**config.mk**
```make
export PLATFORM = sky130hd
export DESIGN_NAME = md_unit_flat
export DESIGN_NICKNAME = d
export VERILOG_FILES = /design/src/rtl/md_unit_if.sv /design/src/rtl/md_unit.sv /design/src/flat_wrapper.sv
export SDC_FILE = /design/constraint.sdc
export NUM_CORES = 2
export LEC_CHECK = 0
export CAP_MARGIN = 20
export CORE_ASPECT_RATIO = 1.2
export CORE_MARGIN = 2
export CORE_UTILIZATION = 56
export CTS_BUF_LIST = sky130_fd_sc_hd__clkbuf_4
export DETAILED_ROUTE_END_ITERATION = 12
export GPL_TIMING_DRIVEN = 0
export PLACE_DENSITY_LB_ADDON = 0.25
export SLEW_MARGIN = 25
export SYNTH_ARGS = -nofsm -noshare
export SYNTH_HDL_FRONTEND = slang
export SYNTH_SLANG_ARGS = --single-unit
export TNS_END_PERCENT = 100
```
**constraint.sdc**
```tcl
create_clock -name clk -period 11.7 [get_ports clk]
set_input_delay 1.17 -clock clk [delete_from_list [all_inputs] [get_ports clk]]
set_output_delay 1.17 -clock clk [all_outputs]
set_load 0.1 [all_outputs]
```
**src/rtl/md_unit_if.sv**
```systemverilog
// Handshake bundle between the EX stage and the multiply/divide unit.
interface md_unit_if;
    logic        start;
    logic [2:0]  md_func;
    logic        md_sign;
    logic [31:0] a;
    logic [31:0] b;
    logic        cancel;
    logic        busy;
    logic        done;
    logic [31:0] hi;
    logic [31:0] lo;

    modport master (
        output start, md_func, md_sign, a, b, cancel,
        input  busy, done, hi, lo
    );

    modport slave (
        input  start, md_func, md_sign, a, b, cancel,
        output busy, done, hi, lo
    );
endinterface

```
**src/rtl/md_unit.sv**
```systemverilog
// Iterative multiply/divide unit with HI/LO registers.
// Define MD_MADD_EN to enable MADD/MADDU (md_func 101).
module md_unit #(
    parameter int MUL_CYCLES = 5
) (
    input logic     clk,
    input logic     rst,
    md_unit_if.slave md
);
    localparam logic [1:0] IDLE = 2'd0;
    localparam logic [1:0] MUL  = 2'd1;
    localparam logic [1:0] DIV  = 2'd2;
    localparam logic [1:0] DFIX = 2'd3;

    localparam logic [2:0] F_MULT = 3'b001;
    localparam logic [2:0] F_DIV  = 3'b010;
    localparam logic [2:0] F_MTHI = 3'b011;
    localparam logic [2:0] F_MTLO = 3'b100;
    localparam logic [2:0] F_MADD = 3'b101;

    localparam logic [4:0] MUL_LAST = 5'(MUL_CYCLES - 1);

`ifdef MD_MADD_EN
    localparam bit MADD_EN = 1'b1;
`else
    localparam bit MADD_EN = 1'b0;
`endif

    logic [1:0]  state;
    logic [4:0]  cnt;
    logic [31:0] op_a;
    logic [31:0] op_b;
    logic        sgn;
    logic        madd;
    logic        neg_q;
    logic        neg_r;
    logic        div_zero;
    logic [31:0] rem;
    logic [31:0] quo;
    logic [31:0] hi_r;
    logic [31:0] lo_r;
    logic        done_r;

    logic [63:0] ext_a;
    logic [63:0] ext_b;
    logic [63:0] product;
    logic [63:0] mul_res;
    logic [32:0] trial;
    logic [31:0] a_abs;
    logic [31:0] b_abs;
    logic [31:0] q_fix;
    logic [31:0] r_fix;

    // Sign-extending to 64 bits makes one multiplier serve both signednesses.
    assign ext_a   = {{32{sgn & op_a[31]}}, op_a};
    assign ext_b   = {{32{sgn & op_b[31]}}, op_b};
    assign product = ext_a * ext_b;
    assign mul_res = madd ? ({hi_r, lo_r} + product) : product;

    assign trial = {rem, quo[31]} - {1'b0, op_b};

    assign a_abs = (md.md_sign & md.a[31]) ? -md.a : md.a;
    assign b_abs = (md.md_sign & md.b[31]) ? -md.b : md.b;
    assign q_fix = neg_q ? -quo : quo;
    assign r_fix = neg_r ? -rem : rem;

    assign md.busy = (state != IDLE);
    assign md.done = done_r;
    assign md.hi   = hi_r;
    assign md.lo   = lo_r;

    always_ff @(posedge clk) begin
        if (rst) begin
            state    <= IDLE;
            cnt      <= '0;
            op_a     <= '0;
            op_b     <= '0;
            sgn      <= 1'b0;
            madd     <= 1'b0;
            neg_q    <= 1'b0;
            neg_r    <= 1'b0;
            div_zero <= 1'b0;
            rem      <= '0;
            quo      <= '0;
            hi_r     <= '0;
            lo_r     <= '0;
            done_r   <= 1'b0;
        end else begin
            done_r <= 1'b0;
            if (md.cancel) begin
                state <= IDLE;
            end else begin
                case (state)
                    IDLE: begin
                        if (md.start) begin
                            case (md.md_func)
                                F_MTHI: hi_r <= md.a;
                                F_MTLO: lo_r <= md.a;
                                F_MULT, F_MADD: begin
                                    if (md.md_func == F_MULT || MADD_EN) begin
                                        op_a  <= md.a;
                                        op_b  <= md.b;
                                        sgn   <= md.md_sign;
                                        madd  <= (md.md_func == F_MADD);
                                        cnt   <= MUL_LAST;
                                        state <= MUL;
                                    end
                                end
                                F_DIV: begin
                                    op_a     <= md.a;
                                    op_b     <= b_abs;
                                    quo      <= a_abs;
                                    rem      <= '0;
                                    neg_q    <= md.md_sign & (md.a[31] ^ md.b[31]);
                                    neg_r    <= md.md_sign & md.a[31];
                                    div_zero <= (md.b == '0);
                                    cnt      <= 5'd31;
                                    state    <= DIV;
                                end
                                default: ;
                            endcase
                        end
                    end
                    MUL: begin
                        if (cnt == '0) begin
                            {hi_r, lo_r} <= mul_res;
                            done_r       <= 1'b1;
                            state        <= IDLE;
                        end else begin
                            cnt <= cnt - 5'd1;
                        end
                    end
                    DIV: begin
                        // Restoring step: keep the subtraction only if it did not borrow.
                        if (!trial[32]) begin
                            rem <= trial[31:0];
                            quo <= {quo[30:0], 1'b1};
                        end else begin
                            rem <= {rem[30:0], quo[31]};
                            quo <= {quo[30:0], 1'b0};
                        end
                        cnt <= cnt - 5'd1;
                        if (cnt == '0) state <= DFIX;
                    end
                    DFIX: begin
                        if (div_zero) begin
                            lo_r <= 32'hFFFF_FFFF;
                            hi_r <= op_a;
                        end else begin
                            lo_r <= q_fix;
                            hi_r <= r_fix;
                        end
                        done_r <= 1'b1;
                        state  <= IDLE;
                    end
                    default: state <= IDLE;
                endcase
            end
        end
    end
endmodule

```
**src/flat_wrapper.sv**
```systemverilog
// flat-port wrapper written by rule: the top's interface ports become plain ports
module md_unit_flat 
#(
    parameter int MUL_CYCLES = 5
)
  (clk, rst, md_start, md_md_func, md_md_sign, md_a, md_b, md_cancel, md_busy, md_done, md_hi, md_lo);
  md_unit_if md_i ();
  input logic clk;
  input logic rst;
  input wire logic [$bits(md_i.start)-1:0] md_start;
  input wire logic [$bits(md_i.md_func)-1:0] md_md_func;
  input wire logic [$bits(md_i.md_sign)-1:0] md_md_sign;
  input wire logic [$bits(md_i.a)-1:0] md_a;
  input wire logic [$bits(md_i.b)-1:0] md_b;
  input wire logic [$bits(md_i.cancel)-1:0] md_cancel;
  output wire logic [$bits(md_i.busy)-1:0] md_busy;
  output wire logic [$bits(md_i.done)-1:0] md_done;
  output wire logic [$bits(md_i.hi)-1:0] md_hi;
  output wire logic [$bits(md_i.lo)-1:0] md_lo;
  assign md_i.start = md_start;
  assign md_i.md_func = md_md_func;
  assign md_i.md_sign = md_md_sign;
  assign md_i.a = md_a;
  assign md_i.b = md_b;
  assign md_i.cancel = md_cancel;
  assign md_busy = md_i.busy;
  assign md_done = md_i.done;
  assign md_hi = md_i.hi;
  assign md_lo = md_i.lo;
  md_unit #(.MUL_CYCLES(MUL_CYCLES)) u_core (.clk(clk), .rst(rst), .md(md_i));
endmodule
```
==> key figures <==
STA
  – Fin worst setup slack: 231 ps
  – Setup violation total in the final timing report: 0
  – Final critical path time including I/O delays and setup: 11,470 ps
  – Maximum clock rate: 87.2 MHz
  – Total Neg Setup Slack: 0 ps
  – Actual transition at the worst max-transition pin: 1140 ps
  – Final hold violation count: 0
  – Skew final: 72.4 ps
  – Relative slew slack: 0.240
  – Final worst hold slack: between 400 and 500 ps
  – Max-slew violation total from the final report: 0
  – Ratio of final minimum period to clock period: 0.980
  – Unrepaired setup endpoints after global routing: false

Route
  – DRT Pass-1 Iters: 10
  – Initial drt markers: 4,779
  – Via-to-Cell Ratio: 6.13
  – Routed via count: a little under 50k
  – DRC: 0
  – Sum of routed wire length over all layers: 238 mm
  – Number of routed nets with antenna violations: 0
  – Routed wire per std cell: 29.4 um

Place
  – Detailed Place HPWL: 198 mm
  – Number of buffers inserted by port buffering: 129
  – RePlAce Congestion: 1.12
  – Placed cells: 8,027
  – DP Worst Slack: -1400 ps
  – Placed cell areas: between 0.05 and 0.06 mm^2

Run status
  – Outcome: complete, no violations

Job
  – Max Cap Violations: 0

Power and ir drop
  – VDD IR-drop max: 0.0821 mV
  – Combinational cell fraction of total power: 0.345
  – Internal cell power: around 1.2 mW
  – LEAKAGE: ~27 nW
  – Net switching power: 0.961 mW
  – Switching fraction of total power: 0.435
  – Total power: 2.21 mW
  – Portion of total power attributed to the clock network: 0.307
  – Power per unit of standard cell area: 37.2 mW/mm^2
  – Power share of the sequential group: 0.348

Synthesis
  – Sequential element share of the synthesized area: 0.0740
  – Dominant combinational cell family by area after synthesis: adder cells
  – #FFs+latches synth: 205
  – Number of different library cells in the post-synthesis netlist: 95
  – Area leader, netlist: sky130_fd_sc_hd__fa_1
  – Xor-xnor portion of the synthesized cell area: 0.0423
  – Adder-cell area share of the yosys netlist: 0.479
  – Count of flip-flops with a built-in enable after synthesis: 0
  – Cells after synthesis: 6,615
  – Summed instance area of the synthesized netlist: 0.0554 mm^2
  – Synth top area share: 0.407
  – Leading post-synthesis cells by cell area: sky130_fd_sc_hd__fa_1 41%, sky130_fd_sc_hd__inv_1 8.0%, sky130_fd_sc_hd__dfxtp_1 7.4%
  – Mapped Avg Cell Area: 8.38 um^2
  – Multiplexer share of the synthesized area: 0.0102
  – Post-synthesis net count: 8,131
  – Post-synth ARST share: 0
  – Synthesized-area fraction occupied by and/or/nand/nor cells: 0.171
  – Warnings from Yosys: 0
  – Post-synth top flop: sky130_fd_sc_hd__dfxtp_1
  – Compound-gate portion of the synthesized area: 0.115

Critical path
  – WP data required: 12,460 ps
  – R2R Setup Slk: 230 ps
  – Class of the most critical setup path: flip-flop to flip-flop
  – Slowest cell on crit path: sky130_fd_sc_hd__o21bai_1
  – Critical path buffers and inverters: 8
  – R2R cell count: 35
  – CP arrival: 12,230 ps
  – Critical Path Fanout Max: 10
  – Beginning of the worst register-to-register path: u_core.op_b[17]
  – Worst setup SP type: flip-flop
  – Dominant cell type by count on the critical path: sky130_fd_sc_hd__fa_1
  – Kind of cell with the highest combined delay on the critical path: adder cells
  – Worst r2r dst: u_core.md.hi[22]
  – Peak per-stage delay on the critical path: 730 ps
  – Element type at the critical path end: flip-flop

Min path
  – Launch point of the worst hold path: u_core.cnt[1]
  – Hold Path Stages: 2
  – Worst Hold Class: flip-flop to flip-flop
  – Hold EP: u_core.cnt[1]

Global routing
  – Wire length of the first global-routing pass: 345 mm
  – Overflow left after global routing: 0
  – Total routing resource utilization after global routing: 0.474
  – Number of antenna violations at the first check in global routing: 14
  – Via count of the first global-routing pass: 51.0k
  – Maximum number of pins on one net before global-route repair: 25

Clocking
  – Sinks on Clock Net: just over 200
  – CTS tree: done
  – TritonCTS Buffers: 52
  – Clock-pin slew on the worst setup and hold paths: 80 ps
  – Number of H-tree levels: 2
  – Clk root buf: sky130_fd_sc_hd__clkbuf_4
  – Clock latency on the worst-skew pair: between 800 and 900 ps
  – Max clock buf depth: 3
  – Post-cts hold buffer count: 0

Finish
  – Most common cell after layout, fill and taps aside: sky130_fd_sc_hd__inv_1
  – Fin cells: 8,084
  – Net count reported at finish: 8,276
  – Fraction of final layout cells sized beyond drive strength 1: 0.0552
  – Most frequent cells in the layout: 1,179 x sky130_fd_sc_hd__inv_1, 1,126 x sky130_fd_sc_hd__fa_1, 1,091 x sky130_fd_sc_hd__nand2_1
  – Layout filler cell count: 9,011
  – Finished Cell Area: 0.0594 mm^2
  – Area growth from synthesis to layout: 7.10%
  – Utilization after layout: 0.604

Die
  – Area enclosed by the die boundary: a little over 0.1 mm^2
  – Floorplan row count: 126
  – Y dimension of the die: 349 um
  – Chip width: 291 um
  – Placeable Area: 0.0982 mm^2
  – Number of placed I/O pins: roughly 140
  – Starting utilization of the core area: 0.564
-- what timing repair did --
action,in CTS,in global routing
setup endpoints to repair,26,22
gates resized for setup,108,174
endpoints found under the hold margin,0,0
pin swaps,0,5
setup buffers,0,5
-- metal layers --
layer / wire length (um) / GRT usage
met3: 24800 / 0.117
met2: 105000 / 0.737
met5: 66 / 0
met4: 26600 / 0.431
met1: 80900 / 0.543
-- power groups by stage --
| stage | clock network (mW) | logic, mW | registers, mW |
|---|---|---|---|
| final | 0.679 | 0.762 | 0.768 |
| after global routing | 0.707 | 0.792 | 0.764 |
| after CTS | 0.680 | 0.736 | 0.759 |
| after detailed placement | 0 | 0.749 | 0.756 |
| after global placement | 0 | 0.748 | 0.756 |
| after floorplan | 0 | 0.387 | 0.800 |
-- registers in the layout, summed over array words and instances, names as in the netlist --
name,cells
u_core.md.lo,32
u_core.quo,32
u_core.div_zero,1
u_core.md.done,1
u_core.cnt,5
u_core.op_a,32
u_core.sgn,1
u_core.rem,32
u_core.neg_q,1
u_core.op_b,32
u_core.madd,1
u_core.state,2
u_core.neg_r,1
u_core.md.hi,32
-- area by class of cell --
type	count	area, um^2	share of cell area
repair buffers	138	1330	0.0225
well taps	1280	1600	0.0270
multi-input cells	4815	45500	0.767
clock buffers	73	548	0.00923
diodes	10	25.0	0.000422
flip-flops and latches	205	4160	0.0700
inverters	1181	4440	0.0747
plain buffers	367	1630	0.0274
clock inverters	15	96.3	0.00162
-- cells by family after synthesis --
| kind of cell | Yosys count |
|---|---|
| xor+xnor | 265 |
| compound gates | 1009 |
| buf+inv | 1595 |
| mux | 55 |
| simple gates | 2042 |
| fa+ha+maj | 1444 |
| flops | 205 |
-- how the worst max path moves through the flow --
stage / start / end / slack, ps / depth (start not counted)
after floorplan: u_core.op_a[31] / u_core.md.hi[31] / 2170 / 38
after global placement: u_core.op_b[16] / u_core.md.hi[22] / -1980 / 34
after detailed placement: u_core.op_a[17] / u_core.md.hi[22] / -1400 / 36
after CTS: u_core.op_a[13] / u_core.md.hi[26] / -80 / 37
after global routing: u_core.op_a[7] / u_core.md.hi[31] / 0.5 / 41
final: u_core.op_b[17] / u_core.md.hi[22] / 230 / 35
-- synthesized netlist by cell type (6+ instances only) --
library cell	count
sky130_fd_sc_hd__nor2b_1	17
sky130_fd_sc_hd__a21oi_1	287
sky130_fd_sc_hd__xnor2_1	161
sky130_fd_sc_hd__o21ai_0	230
sky130_fd_sc_hd__nor3b_1	7
sky130_fd_sc_hd__or2_2	21
sky130_fd_sc_hd__dfxtp_1	205
sky130_fd_sc_hd__a21boi_0	11
sky130_fd_sc_hd__o41ai_1	11
sky130_fd_sc_hd__a311oi_1	15
sky130_fd_sc_hd__xor2_1	102
sky130_fd_sc_hd__o211ai_1	24
sky130_fd_sc_hd__or3_1	25
sky130_fd_sc_hd__a221oi_1	23
sky130_fd_sc_hd__o21bai_1	28
sky130_fd_sc_hd__a21o_1	104
sky130_fd_sc_hd__buf_1	6
sky130_fd_sc_hd__o21a_1	24
sky130_fd_sc_hd__o221a_2	7
sky130_fd_sc_hd__o31ai_1	37
sky130_fd_sc_hd__nand2_1	1091
sky130_fd_sc_hd__mux2i_1	42
sky130_fd_sc_hd__nand3b_1	6
sky130_fd_sc_hd__o21ai_1	34
sky130_fd_sc_hd__nor4_1	17
sky130_fd_sc_hd__ha_1	317
sky130_fd_sc_hd__fa_1	1127
sky130_fd_sc_hd__o2111ai_1	15
sky130_fd_sc_hd__nand2b_1	18
sky130_fd_sc_hd__a31oi_1	40
sky130_fd_sc_hd__mux2_2	13
sky130_fd_sc_hd__a211oi_1	48
sky130_fd_sc_hd__nor2_1	214
sky130_fd_sc_hd__and3_1	39
sky130_fd_sc_hd__nand3_1	61
sky130_fd_sc_hd__a41oi_1	6
sky130_fd_sc_hd__a2111oi_0	8
sky130_fd_sc_hd__or4_1	12
sky130_fd_sc_hd__inv_1	1180
sky130_fd_sc_hd__clkbuf_1	398
sky130_fd_sc_hd__nor3_1	55
sky130_fd_sc_hd__nand4_1	37
sky130_fd_sc_hd__and2_1	389
-- worst register-to-register path: cells and delay by family, from the launching register on --
family / cells / cell delay, ps
adders and majority gates: 10 / 4680
DFF: 1 / 680
buffers and inverters: 8 / 1360
AOI/OAI and AO/OA: 11 / 3530
and+or+nand+nor: 5 / 880
xor gates and xnor gates: 1 / 330
Note: power is estimated with default switching activity, not from simulation.
